$ cat src/rtl/sprite_painter.sv
// sprite_painter
// Walks the sprite table once per frame, fetches each valid sprite's 32x32
// bitmap from sprite ROM and presents one pixel at a time on the SRAM
// controller's program port. Each pixel is held for HOLD cycles. Transparent,
// off-screen and idle writes are parked at x=0, y=PARK_Y.
module sprite_painter #(
  parameter int          NUM_SPRITES = 16,
  parameter int          HOLD        = 4,
  parameter logic [15:0] TRANSPARENT = 16'hF81F,
  parameter logic [8:0]  PARK_Y      = 9'd511,
  localparam int         IW          = (NUM_SPRITES > 1) ? $clog2(NUM_SPRITES) : 1
) (
  input  logic          i_sram_clk,
  input  logic          i_reset_n,
  input  logic          i_frame_clk,
  output logic [IW-1:0] o_sprite_index,
  input  logic          i_sprite_valid,
  input  logic [9:0]    i_sprite_x,
  input  logic [9:0]    i_sprite_y,
  input  logic [3:0]    i_sprite_id,
  output logic [13:0]   o_rom_addr,
  input  logic [15:0]   i_rom_data,
  output logic [9:0]    o_program_x,
  output logic [9:0]    o_program_y,
  output logic [15:0]   o_program_data,
  output logic          o_busy,
  output logic          o_frame_done,
  output logic          o_overrun
);

  localparam int            PW       = $clog2(HOLD);
  localparam logic [PW-1:0] PH_LAST  = PW'(HOLD - 1);
  // rom_data for the current rom_addr is valid during phase 1
  localparam logic [PW-1:0] PH_CAPT  = PW'(1);
  localparam logic [IW-1:0] IDX_LAST = IW'(NUM_SPRITES - 1);
  localparam logic [9:0]    PARK_Y10 = {1'b0, PARK_Y};

  typedef enum logic [2:0] {
    S_IDLE,
    S_SPR_REQ,
    S_SPR_LOAD,
    S_PIXEL,
    S_DONE
  } state_t;

  state_t         r_state;
  state_t         w_next;

  logic           r_frame_clk_d;
  logic [IW-1:0]  r_sprite_index;
  logic           r_busy;
  logic           r_frame_done;
  logic           r_overrun;
  logic [4:0]     r_row;
  logic [4:0]     r_col;
  logic [PW-1:0]  r_phase;
  logic [PW-1:0]  r_done_cnt;

  logic [9:0]     r_x;
  logic [9:0]     r_y;
  logic [3:0]     r_id;

  logic [9:0]     r_program_x;
  logic [9:0]     r_program_y;
  logic [15:0]    r_program_data;

  logic           w_start;
  logic           w_restart;
  logic           w_last_sprite;
  logic           w_pixel_step;
  logic           w_last_pixel;
  logic           w_skip_sprite;
  logic           w_next_sprite;
  logic           w_done_end;
  logic           w_capture;
  logic [10:0]    w_px;
  logic [10:0]    w_py;

  // A pixel is written only when on-screen and not the colour key.
  function automatic logic f_drawn(input logic [10:0] px,
                                   input logic [10:0] py,
                                   input logic [15:0] pix);
    return (px < 11'd640) && (py < 11'd480) && (pix != TRANSPARENT);
  endfunction

  assign w_start       = i_frame_clk & ~r_frame_clk_d;
  assign w_restart     = w_start && (r_state != S_IDLE);
  assign w_last_sprite = (r_sprite_index == IDX_LAST);
  assign w_pixel_step  = (r_state == S_PIXEL) && (r_phase == PH_LAST);
  assign w_last_pixel  = w_pixel_step && (r_row == 5'd31) && (r_col == 5'd31);
  assign w_skip_sprite = (r_state == S_SPR_LOAD) && !i_sprite_valid;
  assign w_next_sprite = (w_skip_sprite || w_last_pixel) && !w_last_sprite;
  assign w_done_end    = (r_state == S_DONE) && (r_done_cnt == PH_LAST);
  assign w_capture     = (r_state == S_PIXEL) && (r_phase == PH_CAPT);

  // 11-bit sums so that right/bottom overflow is visible to the clip test
  assign w_px = {1'b0, r_x} + {6'b0, r_col};
  assign w_py = {1'b0, r_y} + {6'b0, r_row};

  assign o_rom_addr     = {r_id, r_row, r_col};
  assign o_sprite_index = r_sprite_index;
  assign o_busy         = r_busy;
  assign o_frame_done   = r_frame_done;
  assign o_overrun      = r_overrun;
  assign o_program_x    = r_program_x;
  assign o_program_y    = r_program_y;
  assign o_program_data = r_program_data;

  // State register
  always_ff @(posedge i_sram_clk) begin
    if (!i_reset_n) r_state <= S_IDLE;
    else            r_state <= w_next;
  end

  // Next-state logic; a frame edge while busy aborts and restarts the walk
  always_comb begin
    w_next = r_state;
    case (r_state)
      S_IDLE:     if (w_start) w_next = S_SPR_REQ;
      S_SPR_REQ:  w_next = S_SPR_LOAD;
      S_SPR_LOAD: begin
        if (!i_sprite_valid) w_next = w_last_sprite ? S_DONE : S_SPR_REQ;
        else                 w_next = S_PIXEL;
      end
      S_PIXEL:    if (w_last_pixel) w_next = w_last_sprite ? S_DONE : S_SPR_REQ;
      S_DONE:     if (w_done_end) w_next = S_IDLE;
      default:    w_next = S_IDLE;
    endcase
    if (w_restart) w_next = S_SPR_REQ;
  end

  // Frame edge detector, sprite index, busy / done / overrun flags
  always_ff @(posedge i_sram_clk) begin
    if (!i_reset_n) begin
      r_frame_clk_d  <= 1'b1;
      r_sprite_index <= '0;
      r_busy         <= 1'b0;
      r_frame_done   <= 1'b0;
      r_overrun      <= 1'b0;
    end else begin
      r_frame_clk_d <= i_frame_clk;
      r_frame_done  <= w_done_end && !w_start;
      if (w_restart) r_overrun <= 1'b1;
      if (w_start)            r_sprite_index <= '0;
      else if (w_next_sprite) r_sprite_index <= r_sprite_index + IW'(1);
      if (w_start)         r_busy <= 1'b1;
      else if (w_done_end) r_busy <= 1'b0;
    end
  end

  // Pixel walk counters: phase within a pixel, then column, then row
  always_ff @(posedge i_sram_clk) begin
    if (!i_reset_n) begin
      r_row      <= '0;
      r_col      <= '0;
      r_phase    <= '0;
      r_done_cnt <= '0;
    end else begin
      if (r_state == S_DONE) r_done_cnt <= r_done_cnt + PW'(1);
      else                   r_done_cnt <= '0;
      if (r_state == S_SPR_LOAD) begin
        r_row   <= '0;
        r_col   <= '0;
        r_phase <= '0;
      end else if (r_state == S_PIXEL) begin
        if (r_phase == PH_LAST) begin
          r_phase <= '0;
          r_col   <= r_col + 5'd1;
          if (r_col == 5'd31) r_row <= r_row + 5'd1;
        end else begin
          r_phase <= r_phase + PW'(1);
        end
      end
    end
  end

  // Sprite attributes, sampled the cycle after the table address was driven
  always_ff @(posedge i_sram_clk) begin
    if (r_state == S_SPR_LOAD) begin
      r_x  <= i_sprite_x;
      r_y  <= i_sprite_y;
      r_id <= i_sprite_id;
    end
  end

  // Program port: drawn or parked pixel at phase 1, parked again at frame end
  always_ff @(posedge i_sram_clk) begin
    if (!i_reset_n) begin
      r_program_x    <= '0;
      r_program_y    <= PARK_Y10;
      r_program_data <= '0;
    end else if (w_done_end && !w_start) begin
      r_program_x    <= '0;
      r_program_y    <= PARK_Y10;
      r_program_data <= '0;
    end else if (w_capture && !w_start) begin
      if (f_drawn(w_px, w_py, i_rom_data)) begin
        r_program_x    <= w_px[9:0];
        r_program_y    <= w_py[9:0];
        r_program_data <= i_rom_data;
      end else begin
        r_program_x    <= '0;
        r_program_y    <= PARK_Y10;
        r_program_data <= '0;
      end
    end
  end

endmodule

$ cat config.mk
export PLATFORM = sky130hd
export DESIGN_NAME = sprite_painter
export DESIGN_NICKNAME = d
export VERILOG_FILES = /design/src/rtl/sprite_painter.sv
export SDC_FILE = /design/constraint.sdc
export NUM_CORES = 1
export LEC_CHECK = 0
export ABC_CLOCK_PERIOD_IN_PS = 2800
export CORE_MARGIN = 3
export CORE_UTILIZATION = 50
export CTS_BUF_LIST = sky130_fd_sc_hd__clkbuf_2
export CTS_CLUSTER_SIZE = 20
export DETAILED_ROUTE_END_ITERATION = 8
export GPL_TIMING_DRIVEN = 0
export PLACE_DENSITY = 0.81
export RECOVER_POWER = 25
export SETUP_SLACK_MARGIN = 0.5
export SLEW_MARGIN = 40
export SYNTH_ARGS = -nofsm -noshare
export SYNTH_HDL_FRONTEND = slang
export SYNTH_SLANG_ARGS = --single-unit
$ cat constraint.sdc
create_clock -name i_sram_clk -period 2.8 [get_ports i_sram_clk]
set_input_delay 0.28 -clock i_sram_clk [delete_from_list [all_inputs] [get_ports i_sram_clk]]
set_output_delay 0.28 -clock i_sram_clk [all_outputs]
set_load 0.01 [all_outputs]
==> flow_summary.toml <==
[outcome]
run_status = "completed"

[sta]
drv_slew = 0
finalSetupTns_ns = 0
hold_viol = 0
slew_headroom_pct = 25.7
period_minus_slack_ns = 2.46
fin_ws_ns = 0.336
fmax_mhz = 406
fin_worst_skew_ns = 0.0322
setup_viol = 0
rsz0062_at_grt = "true"
worst_pin_slew_ns = 1.11
fin_crit_sh_pct = 88.0

[yosys]
synth_top_area_cell = "dfxtp_1"
synth_top_cell_area_share_pct = 33.0
synth_area_leaders = "dfxtp_1 (33%), edfxtp_1 (19%), ha_1 (6.1%)"
ys_seq_area_share_pct = 52.5
syn_area_um2 = 3700
synth_compound_area_share_pct = 15.7
synthCells = 337
async_reset_ff_share_pct = 0
ys.flop_type = "dfxtp_1"
synthMuxAreaShare_pct = 0.541
synth_cell_types = 54
synthXorXnorAreaFrac_pct = 4.97
synth-simple-area-share_pct = 16.2
synth_warnings = 0
syn_area_per_cell_um2 = 11.0
synth_edf_count = 24
synth_fa_ha_area_share_pct = 7.17
synth_nets = 401
synth_top_family_by_area = "simple AND/OR/NAND/NOR gates"
synth-seq-cells = 85

[placement]
place_ws_ns = 0.0921
hpwl_um = 6630
numPortBuffers = 100
gp_congestion = 0.854

[cts]
clk_pin_slew_ns = 0.24
numClockSinks = 85
clk_path_buf_depth = 2
clockRootBuffer = "clkbuf_2"
clkLatencyLatePin_ns = 0.52
cts_tree = "built"
cts-buffers-inserted = 9
cts-htree-levels = 3

[routing]
top_layer = "met4"
drtIter0Drc = 87
met3_length_um = 475
antenna_left = 0
dr.pass1.iters = 4
via_per_inst = 5.38
routed_wl_um = 8960
drc_errors = 0
vias = 2991
wirelength_met1_um = 3760
avgRoutedWirePerCell_um = 16.1
met2RoutedLength_um = 4630

[setup_path]
path_max_fanout = 10
crit_arrival_ns = 2.89
cp.required_ns = 3.23
critPathMaxStageDelay_ns = 0.48
startpoint_type = "register"
crit_type = "register to register"
path_buf_inv = 2
slowest_stage = "edfxtp_1"
path_delay_family = "compound AO/OA/AOI/OAI gates"
path_cells = "ha_4 -> nand3_1 -> o221a_4 -> or3b_4 -> a31oi_4 -> nor4_4 -> buf_6 -> buf_8 -> a22o_2"
end_kind = "register"

[cells_and_area]
multi_input_area_um2 = 1810
syn_to_final_growth_pct = 41.2
antenna-diode-count = 0
final_nets = 520
layout-drive-gt1-share_pct = 18.9
fillCellCount = 511
seqCellArea_um2 = 1950

[power]
p_sw_uw = 549
pwr-share-clk_pct = 30.3
intPower_mw = 1.72
peakVddDrop_v = 0.000324
powerDensity_nw_per_um2 = 435
leakage_nw = 1.97
p_seq_share_pct = 59.1
p_comb_share_pct = 10.7
swShare_pct = 24.2

[global_routing]
grt_pass1_wl_um = 14600
grt_overflow_total = 0
grt_pass1_vias = 3109
grt_max_degree = 15
grt.total_usage_pct = 21.7
antenna_found_initial = 0

[die]
die_w_um = 92.0
core_um2 = 6980
ios = 101
floorplan.die.height_um = 92.0
dieArea_um2 = 8460
placementRows = 30
start_util_pct = 53.0

[worst_hold_path]
min_path_type = "input pin to register"

[job]
maxCapViolations = 0
[worst paths after layout]
check	start	end	slack [ns]	cells after the start
worst max-delay path	r_y[4]	o_program_x[7]	0.34	9
worst min register to register	r_done_cnt[0]	r_done_cnt[0]	0.44	1
worst max register to register	r_y[4]	o_program_x[7]	0.34	9
worst min-delay path	i_sprite_id[2]	r_id[2]	0.35	1
[cells in the mapped netlist (4+ instances only)]
library cell  instances
nand3_1               8
clkbuf_1              5
edfxtp_1             24
o21a_1                4
and3_1                9
nand2_1              15
a22o_1                4
a21oi_1              21
a22o_2               22
nand2b_1              8
nand4_1               5
xor2_1               14
dfxtp_1              61
nor2_1               37
ha_1                 18
xnor2_1               7
inv_1                12
nor3_1                5
o21ai_0               8
[sequential cells by signal, summed over array words and instances (netlist names)]
signal,count
r_col,5
r_phase,2
o_overrun,1
o_frame_done,1
r_frame_clk_d,1
r_x,10
o_sprite_index,4
o_program_y,10
r_id,4
r_y,10
r_done_cnt,2
o_program_data,16
o_program_x,10
r_state,3
r_row,5
o_busy,1
[per-stage QoR]
stage	power [mW]	utilization [%]	instances	hold WS (ns)	cell area [µm²]
final	2.27	74.8	556	0.354	5220
after global routing	2.38	74.8	556	0.268	5220
after CTS	2.30	74.0	554	0.240	5160
after detailed placement	1.61	70.4	534	0.421	4920
after global placement	1.59	70.1	533	0.407	4890
after floorplan	1.48	-	337	0.379	3770
[power by group through the flow]
| stage | clock network (mW) | logic [mW] | registers, mW |
|---|---|---|---|
| finish | 0.688 | 0.242 | 1.34 |
| floorplan | 0 | 0.117 | 1.36 |
| global route | 0.768 | 0.263 | 1.35 |
| global placement | 0 | 0.223 | 1.37 |
| CTS | 0.708 | 0.247 | 1.34 |
| detailed placement | 0 | 0.240 | 1.37 |
[final cells by class]
class | count | area share [%]
well taps | 96 | 2.30
inverters | 12 | 0.863
flip-flops and latches | 85 | 37.4
plain buffers | 10 | 1.34
multi-input cells | 230 | 34.7
repair buffers | 108 | 20.9
clock buffers | 10 | 0.959
clock inverters | 5 | 1.49
[layer usage]
layer	track usage [%]	vias to the layer above
met3	6.23	12
met5	0	-
li1	-	1471
met2	39.4	83
met4	5.32	0
met1	24.9	1425
[what timing repair did]
action	in CTS	in global routing
gates resized for setup	16	9
endpoints found under the setup margin	35	35
hold buffers	0	0
gates cloned	1	0
pin swaps	5	4
buffers inserted	4	2
endpoints found under the hold margin	0	0
[cells by family (layout without fill, tap and decap cells)]
logic type	Yosys count	count (layout)
flops	85	85
simple gates	110	110
buf+inv	22	145
fa+ha+maj	20	20
xor+xnor	21	21
compound gates	77	77
mux	2	2
[layout by cell type (no fill, tap or decap), drive strengths merged, types with 3 or more instances in the layout]
cell type	count
a22o	26
nand4b	3
nand4	5
a21oi	21
dlygate4sd3	25
inv	12
nor2b	3
ha	18
nand2b	8
o21ai	9
nand2	15
clkdlybuf4s50	75
edfxtp	24
xnor2	7
nor2	37
dfxtp	61
xor2	14
and3	9
nor3	5
clkbuf	15
o21a	4
nand3	8
buf	13
(Power assumes the default switching activity.)
